## src/rtl/end_screen_ctrl_if.sv

```systemverilog
// End-screen controller signal bundle.
// slave modport: the controller. master modport: the game side that drives
// the inputs and consumes the overlay/restart outputs.
interface end_screen_ctrl_if;
  logic        i_v_sync;
  logic        i_game_over;
  logic [11:0] i_score;
  logic        i_restart_btn;
  logic        o_is_end;
  logic [11:0] o_score_value;
  logic        o_blink_on;
  logic        o_restart;
  logic [11:0] o_hiscore;
  logic [1:0]  o_state;

  modport slave (
    input  i_v_sync, i_game_over, i_score, i_restart_btn,
    output o_is_end, o_score_value, o_blink_on, o_restart, o_hiscore, o_state
  );

  modport master (
    output i_v_sync, i_game_over, i_score, i_restart_btn,
    input  o_is_end, o_score_value, o_blink_on, o_restart, o_hiscore, o_state
  );
endinterface

```

## src/rtl/end_screen_ctrl.sv

```systemverilog
// End-of-game screen controller: freezes the final score on game over,
// shows a blinking overlay for a minimum number of frames, then waits for a
// debounced restart press and emits a one-cycle restart pulse.
// Optional high-score tracking is enabled by defining END_SCREEN_HISCORE_EN;
// without it o_hiscore is constant zero.
//
// state   | meaning
// --------+-------------------------------------------------------------
// PLAY    | game running, overlay off, displayed score follows i_score
// FREEZE  | game over seen, score frozen, waiting for next frame tick
// SHOW    | overlay on and blinking, restart accepted after hold frames
// RESTART | one-cycle restart pulse, score cleared, back to PLAY
module end_screen_ctrl #(
  parameter int HOLD_FRAMES     = 120,
  parameter int BLINK_FRAMES    = 30,
  parameter int DEBOUNCE_CYCLES = 1000
) (
  input  logic            i_clk,
  input  logic            i_rst,
  end_screen_ctrl_if.slave bus
);

  localparam int FW = $clog2(HOLD_FRAMES + 1);
  localparam int BW = $clog2(BLINK_FRAMES + 1);
  localparam int DW = $clog2(DEBOUNCE_CYCLES + 1);

  localparam logic [FW-1:0] FRAME_HOLD = FW'(HOLD_FRAMES);
  localparam logic [BW-1:0] BLINK_LAST = BW'(BLINK_FRAMES - 1);
  localparam logic [DW-1:0] DB_RELOAD  = DW'(DEBOUNCE_CYCLES - 1);

  typedef enum logic [1:0] {
    PLAY    = 2'd0,
    FREEZE  = 2'd1,
    SHOW    = 2'd2,
    RESTART = 2'd3
  } state_t;

  state_t        state;
  logic          is_end;
  logic [11:0]   score_value;
  logic          blink_on;
  logic          restart;
  logic [FW-1:0] frame_cnt;
  logic [BW-1:0] blink_cnt;

  logic          v_sync_q;
  logic          btn_meta;
  logic          btn_sync;
  logic          btn_db;
  logic          btn_db_q;
  logic [DW-1:0] db_cnt;

  logic          frame_tick;
  logic          btn_rise;

  assign frame_tick = bus.i_v_sync & ~v_sync_q;
  assign btn_rise   = btn_db & ~btn_db_q;

  // Frame-sync history, button synchronizer and debounce timer.
  // The timer is reloaded while the synchronized button agrees with the
  // debounced level, so the level flips only after DEBOUNCE_CYCLES
  // consecutive disagreeing cycles.
  always_ff @(posedge i_clk) begin
    if (i_rst) begin
      v_sync_q <= 1'b0;
      btn_meta <= 1'b0;
      btn_sync <= 1'b0;
      btn_db   <= 1'b0;
      btn_db_q <= 1'b0;
      db_cnt   <= '0;
    end else begin
      v_sync_q <= bus.i_v_sync;
      btn_meta <= bus.i_restart_btn;
      btn_sync <= btn_meta;
      btn_db_q <= btn_db;
      if (btn_sync == btn_db) begin
        db_cnt <= DB_RELOAD;
      end else if (db_cnt == '0) begin
        btn_db <= btn_sync;
        db_cnt <= DB_RELOAD;
      end else begin
        db_cnt <= db_cnt - 1'b1;
      end
    end
  end

  // Main FSM with registered overlay outputs and frame/blink counters.
  // In SHOW a restart edge is judged against the frame count before any
  // same-cycle tick; early edges are simply dropped.
  always_ff @(posedge i_clk) begin
    if (i_rst) begin
      state       <= PLAY;
      is_end      <= 1'b0;
      score_value <= '0;
      blink_on    <= 1'b1;
      restart     <= 1'b0;
      frame_cnt   <= '0;
      blink_cnt   <= '0;
    end else begin
      restart <= 1'b0;
      case (state)
        PLAY: begin
          is_end      <= 1'b0;
          score_value <= bus.i_score;
          if (bus.i_game_over) state <= FREEZE;
        end
        FREEZE: begin
          if (frame_tick) begin
            state     <= SHOW;
            is_end    <= 1'b1;
            frame_cnt <= '0;
            blink_cnt <= '0;
            blink_on  <= 1'b1;
          end
        end
        SHOW: begin
          if (btn_rise && frame_cnt == FRAME_HOLD) begin
            state       <= RESTART;
            restart     <= 1'b1;
            is_end      <= 1'b0;
            score_value <= '0;
            blink_on    <= 1'b1;
          end else if (frame_tick) begin
            if (frame_cnt != FRAME_HOLD) frame_cnt <= frame_cnt + 1'b1;
            if (blink_cnt == BLINK_LAST) begin
              blink_cnt <= '0;
              blink_on  <= ~blink_on;
            end else begin
              blink_cnt <= blink_cnt + 1'b1;
            end
          end
        end
        RESTART: begin
          state     <= PLAY;
          frame_cnt <= '0;
          blink_cnt <= '0;
        end
        default: state <= PLAY;
      endcase
    end
  end

`ifdef END_SCREEN_HISCORE_EN
  logic [11:0] hiscore;

  // Best final score, captured as the game leaves FREEZE for SHOW.
  always_ff @(posedge i_clk) begin
    if (i_rst) begin
      hiscore <= '0;
    end else if (state == FREEZE && frame_tick && score_value > hiscore) begin
      hiscore <= score_value;
    end
  end

  assign bus.o_hiscore = hiscore;
`else
  assign bus.o_hiscore = '0;
`endif

  assign bus.o_state       = state;
  assign bus.o_is_end      = is_end;
  assign bus.o_score_value = score_value;
  assign bus.o_blink_on    = blink_on;
  assign bus.o_restart     = restart;

endmodule

```

## src/flat_wrapper.sv

```systemverilog
// flat-port wrapper written by rule: the top's interface ports become plain ports
module end_screen_ctrl_flat 
#(
  parameter int HOLD_FRAMES     = 120,
  parameter int BLINK_FRAMES    = 30,
  parameter int DEBOUNCE_CYCLES = 1000
)
  (i_clk, i_rst, bus_i_v_sync, bus_i_game_over, bus_i_score, bus_i_restart_btn, bus_o_is_end, bus_o_score_value, bus_o_blink_on, bus_o_restart, bus_o_hiscore, bus_o_state);
  end_screen_ctrl_if bus_i ();
  input  logic i_clk;
  input  logic i_rst;
  input wire logic [$bits(bus_i.i_v_sync)-1:0] bus_i_v_sync;
  input wire logic [$bits(bus_i.i_game_over)-1:0] bus_i_game_over;
  input wire logic [$bits(bus_i.i_score)-1:0] bus_i_score;
  input wire logic [$bits(bus_i.i_restart_btn)-1:0] bus_i_restart_btn;
  output wire logic [$bits(bus_i.o_is_end)-1:0] bus_o_is_end;
  output wire logic [$bits(bus_i.o_score_value)-1:0] bus_o_score_value;
  output wire logic [$bits(bus_i.o_blink_on)-1:0] bus_o_blink_on;
  output wire logic [$bits(bus_i.o_restart)-1:0] bus_o_restart;
  output wire logic [$bits(bus_i.o_hiscore)-1:0] bus_o_hiscore;
  output wire logic [$bits(bus_i.o_state)-1:0] bus_o_state;
  assign bus_i.i_v_sync = bus_i_v_sync;
  assign bus_i.i_game_over = bus_i_game_over;
  assign bus_i.i_score = bus_i_score;
  assign bus_i.i_restart_btn = bus_i_restart_btn;
  assign bus_o_is_end = bus_i.o_is_end;
  assign bus_o_score_value = bus_i.o_score_value;
  assign bus_o_blink_on = bus_i.o_blink_on;
  assign bus_o_restart = bus_i.o_restart;
  assign bus_o_hiscore = bus_i.o_hiscore;
  assign bus_o_state = bus_i.o_state;
  end_screen_ctrl #(.HOLD_FRAMES(HOLD_FRAMES), .BLINK_FRAMES(BLINK_FRAMES), .DEBOUNCE_CYCLES(DEBOUNCE_CYCLES)) u_core (.i_clk(i_clk), .i_rst(i_rst), .bus(bus_i));
endmodule
```

## config.mk

```make
export PLATFORM = sky130hd
export DESIGN_NAME = end_screen_ctrl_flat
export DESIGN_NICKNAME = d
export VERILOG_FILES = /design/src/rtl/end_screen_ctrl_if.sv /design/src/rtl/end_screen_ctrl.sv /design/src/flat_wrapper.sv
export SDC_FILE = /design/constraint.sdc
export NUM_CORES = 1
export LEC_CHECK = 0
export CAP_MARGIN = 5
export CORE_UTILIZATION = 33
export CTS_CLUSTER_SIZE = 20
export DETAILED_ROUTE_END_ITERATION = 10
export PLACE_DENSITY = 0.63
export SYNTH_ARGS = -nofsm -noshare
export SYNTH_HDL_FRONTEND = slang
export SYNTH_SLANG_ARGS = --single-unit
```

## constraint.sdc

```tcl
create_clock -name i_clk -period 3.9 [get_ports i_clk]
set_clock_uncertainty 0.15 [all_clocks]
set_input_delay 0.78 -clock i_clk [delete_from_list [all_inputs] [get_ports i_clk]]
set_output_delay 0.78 -clock i_clk [all_outputs]
set_load 0.01 [all_outputs]
```

== Yosys cells after proc, flatten, opt, wreduce, memory -nomap -nowiden ==
Index checks and enable logic that the tools add are counted.
Word-level totals
  logic and storage cells: 81
  bits of input ports: 17
  output and inout port bits: 29
  register bits: 44
Operators by class
  reductions and logical operators: 16
  $add $sub $neg: 3
  eq/ne operators: 15
  mux-type cells: 26
  bitwise logic cells: 7
Operators with widths (number)
  7-bit 2-to-1 mux: 4
  12-bit case mux with 2 select lines: 1
  7-bit case mux with 3 select lines: 1
  10-bit 2-to-1 mux: 2
  5-bit 2-to-1 mux: 4
  5-bit case mux with 3 select lines: 1
  12-bit 2-to-1 mux: 1
  10-bit zero test: 1
  10-bit by 1-bit subtractor with 10-bit output, second input constant: 1
  2-bit by 1-bit != test with 1-bit output, second input constant: 4
  2-bit case mux with 4 select lines: 1
  4-bit AND reduction: 2
  7-bit by 1-bit adder with 7-bit output, second input constant: 1
  7-bit == test, second input constant: 1
  7-bit != test, second input constant: 1
  1-bit 2-to-1 mux: 6
  2-bit 2-to-1 mux: 3
  3-bit by 1-bit != test with 1-bit output, second input constant: 2
  3-bit AND reduction: 2
  3-bit nonzero test: 2
  5-bit by 1-bit adder with 5-bit output, second input constant: 1
  5-bit == test, second input constant: 1
  1-bit inverter: 5
  5-bit AND reduction: 1
  13 further kinds: 18

== Logic depth before layout (Yosys ltp) ==
  depth after elaboration: 5
  gate-level depth with buffers: 8
  depth with buffers taken out: 6

== Least setup slack after synthesis ==
OpenSTA, ideal clock, no wires.
  path kind: register to register
  start: reg u_core.state[0] (netlist: u_core.bus.o_state[0])
  end: reg u_core.blink_cnt[3]
  period minus slack after synthesis: 1.989 ns
  buffers on the path: 1
  required time: 3.671 ns
  setup slack: 1.911 ns
  stages on the path, launching flop included: 8
  data arrival time: 1.760 ns
  setup time: 0.079 ns
  path through: dfxtp_1 -> inv_1 -> ha_1 -> buf_6 -> nor2_1 -> o21ai_2 -> or4_1 -> a211oi_2
Between the ends
  cells in the longest elaborated chain, start to end: 3
  elaborated cells on any way between the ends: 9
  classes of those cells: eq/ne: 6; mux: 1; reduce/logical: 2
Ends and longest elaborated chain
  start, declared: line end_screen_ctrl.sv:38  | state_t state;
  start signal, assigned: line end_screen_ctrl.sv:92  | state <= PLAY;
  start signal, assigned: line end_screen_ctrl.sv:105  | if (bus.i_game_over) state <= FREEZE;
  start signal, assigned: line end_screen_ctrl.sv:109  | state <= SHOW;
  2-bit == test / 2-bit by 1-bit == test with 1-bit output (equally long branches): line end_screen_ctrl.sv:101  | case (state)
  2-bit by 1-bit != test with 1-bit output (no line), or another cell as far along
  4-bit AND reduction (no line)
  end signal, assigned: line end_screen_ctrl.sv:129  | blink_cnt <= blink_cnt + 1'b1;
  end, declared: line end_screen_ctrl.sv:44  | logic [BW-1:0] blink_cnt;
Parallel ways exist; a longest one is shown, timed or not.
A chain may end at the register's enable or synchronous reset.

== Worst setup path in the final report ==
  start: reg u_core.state[0] (netlist: u_core.bus.o_state[0])
  end: reg u_core.score_value[6] (netlist: u_core.bus.o_score_value[6])
Between the ends
  cells in the longest elaborated chain, start to end: 3
  elaborated cells on any way between the ends: 6
  classes of those cells: eq/ne: 2; mux: 1; reduce/logical: 3
Ends and longest elaborated chain
  2-bit == test / 2-bit zero test (equally long branches): line end_screen_ctrl.sv:101
  2-bit by 1-bit != test with 1-bit output (no line) / 2-bit nonzero test (equally long branches)
  2-bit AND reduction (no line)
  end signal, assigned: line end_screen_ctrl.sv:104  | score_value <= bus.i_score;
  end, declared: line end_screen_ctrl.sv:40  | logic [11:0] score_value;
Parallel ways exist; a longest one is shown, timed or not.

==> metrics <==
Top delay family on crit path=buffers and inverters; Post-synth ARST share=0%; Layout area overhead=23.2%; Detail Route Antenna Nets=0; CP Capture Type=flip-flop; Via-to-Cell Ratio=4.91; layout cell share with drive strength beyond 1=8.30%; Setup-failing EPs final=0; Final Net Count=278; WP data arrival=2660 ps; Die Ht=81.9 um; Max Fanout on Critical Path=12; Reg2Reg Setup Slack=1270 ps; fin util=43.0%; Post-Route WL=4090 um; Slew headroom=60.1%; worst hold path stage count=1; Lkg Pwr=0.000941 uW; DRT Pass-1 Iters=4; vias in the first global route=1434; clk sinks=44; # DRC=0; std cell rows=28; synth top area cells=dfxtp_1 (42%), ha_1 (5.4%), a22o_1 (5.0%); Buf+Inv Stages, Crit Path=3; CTS tree=built; Yosys top cell area share=41.9%; terminus of the critical flop-to-flop path=u_core.bus.o_score_value[6]; Fmax=381 MHz; # diodes=0; area of the multi-input gates=0.00106 mm^2; largest net degree at the start of global routing=28; CP startpoint kind=flip-flop; crit path cell chain=inv_1 > ha_1 > clkinv_1 > nor3_2 > a211oi_1 > buf_4 > a22o_1; status=completed; die area=0.00670 mm^2; slowest CP cell=nor3_2; Core Area=0.00603 mm^2; Hold Violations, Final=0; H-tree depth=2; PD cells=604 mW/mm^2; switching power=481 uW; clock latency on the worst-skew pair=290 ps; reg2reg path depth=7; Avg WL per Cell=12.5 um; HP Start=u_core.btn_meta; total track usage=12.9%; root buf cell=clkbuf_8; fin crit share=67.4%; Least-Margin Pin Slew=595 ps; gr ovfl total=0; Clk pwr share=30.5%; kind of critical path=reg -> reg; r2r startpoint=u_core.bus.o_state[0]; Tot Pwr=1560 uW; first-pass GRT wire length=6740 um; Initial DRC Count=96; antenna violations before repair=0; synth cell count leaders=dfxtp_1 (44), a21oi_1 (16), buf_4 (13), nor2_1 (13); leading area contributor after synthesis=dfxtp_1; Post-Synthesis Cells=219; DP Cell Count=320; Worst VDD drop=225 uV; Post-CTS Hold Fix Bufs=0; Primary FF master, synth=dfxtp_1; postcts setup bufs=0; io pins=46; Seq pwr share=36.8%; Starting Density=34.9%; CTS max path bufs=2; total clock buffers created by CTS=5; Netlist Area Pre-Place=0.00210 mm^2; Finished Layout Cells=328; clock transition at the registers of the reported paths=90 ps; Placer Congestion=0.778; FF+latch area=881 um^2; fin crit period=2630 ps; most common cell in the netlist=dfxtp_1; Internal=1080 uW; Largest stage delay, worst path=610 ps; critical path data required time=3930 ps; Port Buffers=33; number of distinct library cells after synthesis=52; Slew Viols, Final=0; Sum Neg Setup Slack=0 ps; Synth Area per Inst=9.61 um^2; Post-CTS Resized=0; Seq/Total Area, Yosys=41.9%; vias=1612; RSZ-0062 raised after global routing=no; Post-DP HPWL=2910 um; fillers=603; combinational power share=32.7%; Syn. warnings=0; post-synthesis register bit count=44; die width=81.9 um; hold endpoint=u_core.btn_sync; number of enable flip-flop cells after synthesis=0; max_cap viols=0; Hold Path Class=reg -> reg; switch share=30.7%
[sequential cells by signal, indices dropped and copies added, names as in the netlist, 2 cells and up]
signal,cells
u_core.db_cnt,10
u_core.bus.o_state,2
u_core.bus.o_score_value,12
u_core.frame_cnt,7
u_core.blink_cnt,5
[area by class of cell]
type                       count  area share, %
multi-input combinational    152           40.8
clock buffer                   5           2.65
sequential                    44           34.0
inverter                      13           1.88
timing repair buffer          36           13.6
clock inverter                 3           3.47
tap                           75           3.62
[layout by cell type (no fill, tap or decap), types with 3 or more instances in the layout]
cell type and n:
clkbuf_8 5, a22o_1 12, ha_1 9, xnor2_1 4, bufinv_16 3, xor2_1 4, nor3_1 5, nand3_1 7
clkdlybuf4s50_1 33, or4_1 4, conb_1 12, dfxtp_1 44, buf_4 3, nand2_1 6, nor2b_1 5, o31ai_1 3
a21oi_1 16, nor4_1 4, inv_1 12, o21ai_0 7, a211oi_1 7, nor2_1 13
[power by group through the flow]
stage	Combinational, uW	Clock [uW]	Sequential (uW)
2_1_floorplan	305	0	608
3_3_place_gp	504	0	586
3_5_place_dp	512	0	586
4_1_cts	516	489	576
5_1_grt	557	504	587
6_report	512	477	576
[layer usage]
| metal | wire length [um] | GRT usage, % |
|---|---|---|
| met5 | 0 | 0 |
| met4 | 34 | 4.39 |
| met3 | 134 | 3.00 |
| met2 | 1830 | 19.3 |
| met1 | 2100 | 18.1 |
[how the worst max path moves through the flow]
stage | startpoint | endpoint | slack (ps) | cells past startpoint
3_5_place_dp | bus_i_v_sync | u_core.blink_cnt[3] | 1220 | 5
5_1_grt | u_core.bus.o_state[0] | u_core.bus.o_score_value[1] | 1070 | 7
4_1_cts | u_core.bus.o_state[0] | u_core.bus.o_score_value[6] | 1290 | 7
3_3_place_gp | bus_i_v_sync | u_core.blink_cnt[4] | 1260 | 5
2_1_floorplan | u_core.bus.o_state[0] | u_core.blink_cnt[3] | 1910 | 7
6_report | u_core.bus.o_state[0] | u_core.bus.o_score_value[6] | 1270 | 7
[per-stage QoR]
step | cell area (um^2) | setup slack [ps] | hold WS, ps
after CTS | 2590 | 1290 | 302
after global routing | 2590 | 1070 | 336
final | 2590 | 1270 | 301
after floorplan | 2150 | 1910 | 264
after global placement | 2430 | 1260 | 283
after detailed placement | 2430 | 1220 | 301
[logic make-up (layout without fill, tap and decap cells)]
logic type,count (synthesis),count (layout),synth area share [%]
multiplexers,2,2,0.951
buffers and inverters,34,57,9.87
adder cells (fa/ha/maj),9,9,5.35
flip-flops,44,44,41.9
AND/OR/NAND/NOR,59,59,17.7
XOR/XNOR,8,8,3.33
other,1,12,0.178
AO/OA/AOI/OAI,62,62,20.7
Power figures use the tool's default switching activity.
